**config.mk**
```make
export PLATFORM = sky130hd
export DESIGN_NAME = mul_sequencer
export DESIGN_NICKNAME = d
export VERILOG_FILES = /design/src/rtl/mul_sequencer.sv
export SDC_FILE = /design/constraint.sdc
export NUM_CORES = 1
export LEC_CHECK = 0
export CAP_MARGIN = 25
export CELL_PAD_IN_SITES_DETAIL_PLACEMENT = 2
export CELL_PAD_IN_SITES_GLOBAL_PLACEMENT = 2
export CORE_MARGIN = 2
export CORE_UTILIZATION = 33
export DETAILED_ROUTE_END_ITERATION = 8
export PLACE_DENSITY = 0.84
export SLEW_MARGIN = 20
export SYNTH_ARGS = -nofsm -noshare
export SYNTH_HDL_FRONTEND = slang
export SYNTH_SLANG_ARGS = --single-unit
```
**constraint.sdc**
```tcl
create_clock -name clk -period 4.5 [get_ports clk]
set_input_delay 0.9 -clock clk [delete_from_list [all_inputs] [get_ports clk]]
set_output_delay 0.9 -clock clk [all_outputs]
set_load 0.005 [all_outputs]
```
**src/rtl/mul_sequencer.sv**
```systemverilog
// Shift-and-add multiplier: low WIDTH bits of multiplicand*multiplier, fixed WIDTH-cycle RUN then a one-cycle DONE.
// stall holds the pipeline from the accepting cycle through RUN; start is ignored while busy.
module mul_sequencer #(
  parameter int WIDTH = 64
) (
  input  logic             clk,
  input  logic             reset,
  input  logic             start,
  input  logic [WIDTH-1:0] multiplicand,
  input  logic [WIDTH-1:0] multiplier,
  output logic             busy,
  output logic             stall,
  output logic             done,
  output logic             wr_en,
  output logic [WIDTH-1:0] product
);

  localparam int CW = (WIDTH > 1) ? $clog2(WIDTH) : 1;
  localparam logic [CW-1:0] LAST = CW'(WIDTH - 1);

  typedef enum logic [1:0] {
    IDLE = 2'd0,
    RUN  = 2'd1,
    DONE = 2'd2
  } state_t;

  state_t           state_q, state_d;
  logic [WIDTH-1:0] mcand_q, mcand_d;
  logic [WIDTH-1:0] mplier_q, mplier_d;
  logic [WIDTH-1:0] product_q, product_d;
  logic [CW-1:0]    count_q, count_d;

  always_ff @(posedge clk or negedge reset) begin
    if (!reset) begin
      state_q   <= IDLE;
      mcand_q   <= '0;
      mplier_q  <= '0;
      product_q <= '0;
      count_q   <= '0;
    end else begin
      state_q   <= state_d;
      mcand_q   <= mcand_d;
      mplier_q  <= mplier_d;
      product_q <= product_d;
      count_q   <= count_d;
    end
  end

  always_comb begin
    state_d   = state_q;
    mcand_d   = mcand_q;
    mplier_d  = mplier_q;
    product_d = product_q;
    count_d   = count_q;
    case (state_q)
      IDLE: begin
        if (start) begin
          state_d   = RUN;
          mcand_d   = multiplicand;
          mplier_d  = multiplier;
          product_d = '0;
          count_d   = '0;
        end
      end
      RUN: begin
        if (mplier_q[0]) product_d = product_q + mcand_q;
        mcand_d  = mcand_q << 1;
        mplier_d = mplier_q >> 1;
        // Saturate on the final cycle so the counter never wraps back to zero.
        if (count_q == LAST) begin
          state_d = DONE;
        end else begin
          count_d = count_q + CW'(1);
        end
      end
      DONE:    state_d = IDLE;
      default: state_d = IDLE;
    endcase
  end

  assign busy    = (state_q == RUN) || (state_q == DONE);
  assign done    = (state_q == DONE);
  assign wr_en   = done;
  assign product = product_q;
  // Gated by reset so a start seen during reset cannot freeze the PC.
  assign stall   = reset && (((state_q == IDLE) && start) || (state_q == RUN));

endmodule
```
==> metrics.txt, run 1 <==
CP startpoint kind register; die height 197 um; CTS H-Tree Depth 4; port bufs roughly 200; critical path data required time 4910 ps; status finished clean; Clock Skews between 10 and 15 ps; Final Net Count around 1.7k; Final Critical Period about 3600 ps; hold buffers post-CTS 0; Post-CTS Setup Repair Bufs 0; vias in the first global route approximately 12k; GR Util All Layers a little under a quarter; GP Congestion 0.873; post-route ant nets 0; Detailed Route WL 43.3 mm; FF+latch count, synth 200; Top FF cell, synth dfrtp_1; Mapped Nets approximately 1.6k; Pwr Density around 750 nW/um2; Slew HR about 31%; GRT met3 Usage 5.12%; commonest cells after routing, fill and taps aside nand2_1, dfrtp_1, clkdlybuf4s50_1; final hold vios 0; die footprint between 30000 and 40000 um2; Num CTS Buffers 17; Cells after Synth around 1.4k; Async SR Flop Fraction 100%; period utilization roughly four fifths; initial antenna violation count 2; worst skew pair latency around 480 ps; RSZ-0062 raised after global routing false; share of cells above drive strength 1 ~4.1%; reg2reg start product[0]; clock slew at reported path FFs approximately 80 ps; CP bufs+invs 1; max-slew violations 0; synth top area cells dfrtp_1, mux2i_1, o21ai_0, nand2_1, ha_1; CTS sink count 200; drt wl/cell roughly 21 um; Peak VDD IR 0.332 mV; share of the synthesized area in the top cell type 40.5%; Core ar. roughly 37000 um2; P&R area growth vs syn 24.6%; leakage power between 6 and 7 nW; max_cap viols 0; cells on worst reg2reg path 12; final hold slack approximately 320 ps; number of synthesis warnings 0; die width 197 um; drt initial violations 391; CP startpoint product[0]; DRT Pass-1 Iters 4; worst setup path endpoint product[50]; CTS tree built; CP Depth 12; global-route wire length before repair about 70 mm; cell area after synthesis roughly 12000 um2; post-synthesis sequential area ratio 40.5%; Critical Path Sink Type register; R2R Setup Slk 920 ps; grt ovf 0; fmax between 0.2 and 0.3 GHz; largest delay contributor family on the critical path simple AND/OR/NAND/NOR gates; met1 usage 28.2%; Hold WC Path Type in2async; final setup TNS 0 ps; CP arrival 3980 ps; commonest non-fill, non-tap cell in the layout nand2_1; Avg Inst Size Synth slightly below 9 um2; Crit-path slowest cell or4b_4; met2 usage between 40 and 50%; GRT Max-Usage Layer met2; Worst Path Max Fanout 5; Slew @ Worst Pin roughly 1000 ps; post-DR vias/cell between 5 and 6; critical path type reg2reg; final setup vio count 0; Crit path largest cell delay between 500 and 600 ps; post-cts sizing count 0; num ports about 200; via count ~11k; DRC Markers 0; Clk Tree Root Cell clkbuf_16; Row Count 70; Post-synth EDFFs 0; R2R Path End product[50]; largest net degree at the start of global routing roughly 120; Synth cell types 60; Starting Density roughly 34%; detailed placement HPWL ~33 mm; critical path, cell by cell ha_1 -> inv_1 -> fa_1 -> nor2b_1 -> o211ai_1 -> a2111oi_2 -> a211oi_1 -> or4b_4 -> a21oi_4 -> a21boi_2 -> or4_1 -> nand3_1; deepest clock path buffer count 2; Yosys top cell by area dfrtp_1
==> cells in the mapped netlist (all sizes together), types with 3 or more instances <==
master   count
nand2      254
o21ai      231
dfrtp      200
mux2i      128
a21oi       82
clkbuf      75
ha          68
nor2        49
xnor2       32
a21o        30
nand4       29
xor2        23
nand3       20
inv         18
buf         12
a31oi       10
nor3        10
or3         10
and3         9
nor2b        9
o21bai       9
o21a         8
o31ai        8
a211oi       7
and2         5
o211ai       5
o221ai       5
or2          5
or4          5
nor4         4
a2111oi      3
a22o         3
==> worst min path at each step <==
stage / endpoint
floorplan: mplier_q[10]
global placement: mplier_q[1]
detailed placement: mplier_q[40]
CTS: product[28]
global route: mcand_q[3]
finish: product[28]
==> stage by stage <==
step | std cells | cell area [um2] | total power, mW | setup slack [ps] | util [%]
2_1_floorplan | 1398 | 12300 | 7.55 | 1320 | -
3_3_place_gp | 1990 | 14700 | 9.60 | 1030 | 40.2
3_5_place_dp | 1990 | 14700 | 10.0 | 943 | 40.2
4_1_cts | 2022 | 15400 | 11.7 | 900 | 41.8
5_1_grt | 2024 | 15400 | 12.7 | 633 | 41.9
6_report | 2024 | 15400 | 11.6 | 925 | 41.9
==> logic make-up (layout without fill, tap and decap cells) <==
family                     count (synthesis)  in the layout  share of synthesized area [%]
and+or+nand+nor                          415            415                           14.8
AOI/OAI and AO/OA                        426            426                           20.1
adders and majority gates                 69             69                           7.05
DFF                                      200            200                           40.5
muxes                                    128            128                           10.4
buffers and inverters                    105            262                           3.26
other                                      0              1                              0
xor gates and xnor gates                  55             55                           3.90
==> registers in the layout (all words and copies together), names as in the netlist <==
| register | count |
|---|---|
| count_q | 6 |
| state_q | 2 |
| mplier_q | 64 |
| mcand_q | 64 |
| product | 64 |
==> area by class of cell <==
cell class | count | area, um2
Inverter | 18 | 67.6
Multi-Input combinational cell | 1093 | 6970
Clock buffer | 18 | 439
Tap cell | 468 | 586
Antenna cell | 1 | 2.50
Timing Repair Buffer | 212 | 2140
Clock inverter | 14 | 176
Sequential cell | 200 | 5000
Fill cell | 4067 | 21300
==> metal layers <==
metal	routed length, um	vias up
met5	13	-
met4	709	2
met3	1830	42
met2	21900	172
met1	18800	5617
li1	-	5281
==> report_power, final <==
group	switching [mW]	leakage [nW]	internal, mW	total [mW]
clock network	0.842	0.295	0.815	1.66
logic	3.96	3.89	2.63	6.59
registers	0.724	2.56	2.64	3.37
==> worst register-to-register path: stages (launching register included) <==
cell and delay [ps]:
dfrtp_1 390, ha_1 210, inv_1 70, fa_1 420, nor2b_1 200, o211ai_1 200, a2111oi_2 330, a211oi_1 180
or4b_4 590, a21oi_4 220, a21boi_2 130, or4_1 490, nand3_1 90
Note: power is estimated with default switching activity, not from simulation.
==> inputs of run 2 (changes only) <==
==> constraint.sdc (replaced) <==
create_clock -name clk -period 3.75 [get_ports clk]
set_input_delay 0.75 -clock clk [delete_from_list [all_inputs] [get_ports clk]]
set_output_delay 0.75 -clock clk [all_outputs]
set_load 0.005 [all_outputs]
==> run 2 against run 1 <==
Effect of this change:
- sequential power rose by 20%
- via count grew 2.1%
- clock power is 17% higher
- die area stayed put
- final cell count is 0.40% higher
- maximum frequency increased by 0.37%
- sequential share of layout area shrank 0.079 points
- largest cell class unchanged
- highest routed layer is now met4
==> metrics.txt, run 2 (synthesis gave the netlist of run 1 again) <==
Slew HR 38.4% (+7.2 points); reg2reg start product[20]; die height 197 um (unchanged); status finished clean; detailed placement HPWL 33.2 mm (+1.4%); leakage power 6.77 nW (+0.47%); RSZ-0062 raised after global routing false; Crit-path slowest cell or4_1; final hold slack 111 ps (-207 ps); dpl ws 197 ps (-746 ps); Peak VDD IR 0.425 mV (+28%); CP startpoint kind register; post-cts sizing count 0 (unchanged); final setup vio count 0 (unchanged); GR Util All Layers 23.3% (+0.44 points); R2R Path End product[50]; global-route wire length before repair 71.4 mm (+2.6%); critical path type reg2reg; max_cap viols 0 (unchanged); CTS sink count 200 (unchanged); max-slew violations 0 (unchanged); Final Critical Period 3560 ps (-13.4 ps); R2R Setup Slk 190 ps (-740 ps); Clk Tree Root Cell clkbuf_16; Layout Cells excl Fill 2032 (+0.40%); Final Cell Area 15400 um2 (+0.24%); critical path, cell by cell ha_1 -> nand2_2 -> or4_1 -> a2111oi_2 -> a211oi_1 -> or4b_4 -> a21oi_4 -> a21boi_2 -> or4_1 -> nand3_1; P&R area growth vs syn 24.9%; cells on worst reg2reg path 10 (-2); Num CTS Buffers 17 (unchanged); CP most frequent cell or4_1; post-route ant nets 0 (unchanged); Hold WC Path Type in2async; grt ovf 0 (unchanged); commonest non-fill, non-tap cell in the layout nand2_1; final hold vios 0 (unchanged); drt initial violations 511 (+31%); Layout Utilization 42.0% (+0.10 points); share of cells above drive strength 1 4.61% (+0.49 points); CP Depth 10 (-2); Power, Total 14.0 mW (+20%); largest delay contributor family on the critical path simple AND/OR/NAND/NOR gates; DRT Pass-1 Iters 4 (unchanged); Slew @ Worst Pin 924 ps (-107 ps); setup ws final 188 ps (-737 ps); Row Count 70 (unchanged); CP bufs+invs 0 (-1); hold buffers post-CTS 0 (unchanged); Final Net Count 1750 (+0.46%); CTS H-Tree Depth 4 (unchanged); period utilization 95.0% (+16 points); Core ar. 36700 um2 (unchanged); die width 197 um (unchanged); die footprint 39000 um2 (unchanged); final setup TNS 0 ps (unchanged); Post-DP Area 14800 um2 (+0.54%); Pwr Density 907 nW/um2 (+20%); GP Congestion 0.863 (-1.2%); worst skew pair latency 470 ps (about the same); post-DR vias/cell 5.58 (+1.7%); Critical Path Sink Type register; port bufs 198 (unchanged); CTS tree built; Crit path largest cell delay 570 ps (-20 ps); placed cells 1999 (+0.45%); CP arrival 3960 ps (-20 ps); Fill cells 4000 (-1.6%); DRC Markers 0 (unchanged); drt wl/cell 21.7 um (+1.6%); vias in the first global route 12.8k (+2.4%); via count 11.3k (+2.1%); CP startpoint product[20]; clock slew at reported path FFs 80 ps (about the same); Starting Density 33.6% (unchanged); initial antenna violation count 1 (-1); largest net degree at the start of global routing 90 (-26%); deepest clock path buffer count 2 (unchanged); Worst Path Max Fanout 8 (+3); Clock Skews 22.6 ps (+7.61 ps); num ports 199 (unchanged); fmax 0.281 GHz (+0.37%); commonest cells after routing, fill and taps aside nand2_1, dfrtp_1, clkdlybuf4s50_1; critical path data required time 4150 ps (-760 ps); worst setup path endpoint product[50]; Post-CTS Setup Repair Bufs 0 (unchanged); Detailed Route WL 44.1 mm (+2.0%)
==> run 2: routing by layer <==
metal	vias to the layer above	track usage, %	share of wire [%]
met3	49	4.35	3.7
met1	5817	29.1	44
met5	-	0	0
met2	196	40.4	50
met4	0	7.49	2.3
li1	5284	-	-
==> run 2: layout make-up <==
cell class | instances | area, um2 | share of cell area [%]
multi-input combinational | 1093 | 6970 | 45.2
inverter | 18 | 67.6 | 0.438
clock inverter | 15 | 175 | 1.14
sequential | 200 | 5000 | 32.5
antenna | 1 | 2.50 | 0.0162
tap | 468 | 586 | 3.80
timing repair buffer | 220 | 2190 | 14.2
clock buffer | 17 | 425 | 2.76
==> run 2: worst min-delay path by stage <==
stage,startpoint,end,slack (ps)
after floorplan,reset,count_q[0],450
after global placement,mplier_q[50],mplier_q[50],460
after detailed placement,mplier_q[44],mplier_q[44],470
after CTS,reset,mcand_q[32],90
after global routing,reset,mcand_q[32],100
final,reset,mcand_q[32],110
==> run 2: where the power goes <==
part           leakage (nW)  internal (mW)  switching [mW]
clock                 0.292          0.901            1.04
combinational          3.92           3.20            4.79
sequential             2.56           3.17           0.885
==> run 2: worst register-to-register path, delay by kind of cell (launching register included) <==
family	cells	cell delay, ps
flip-flops	1	410
adder cells (fa/ha/maj)	1	510
AO/OA/AOI/OAI	4	740
AND/OR/NAND/NOR	5	1840
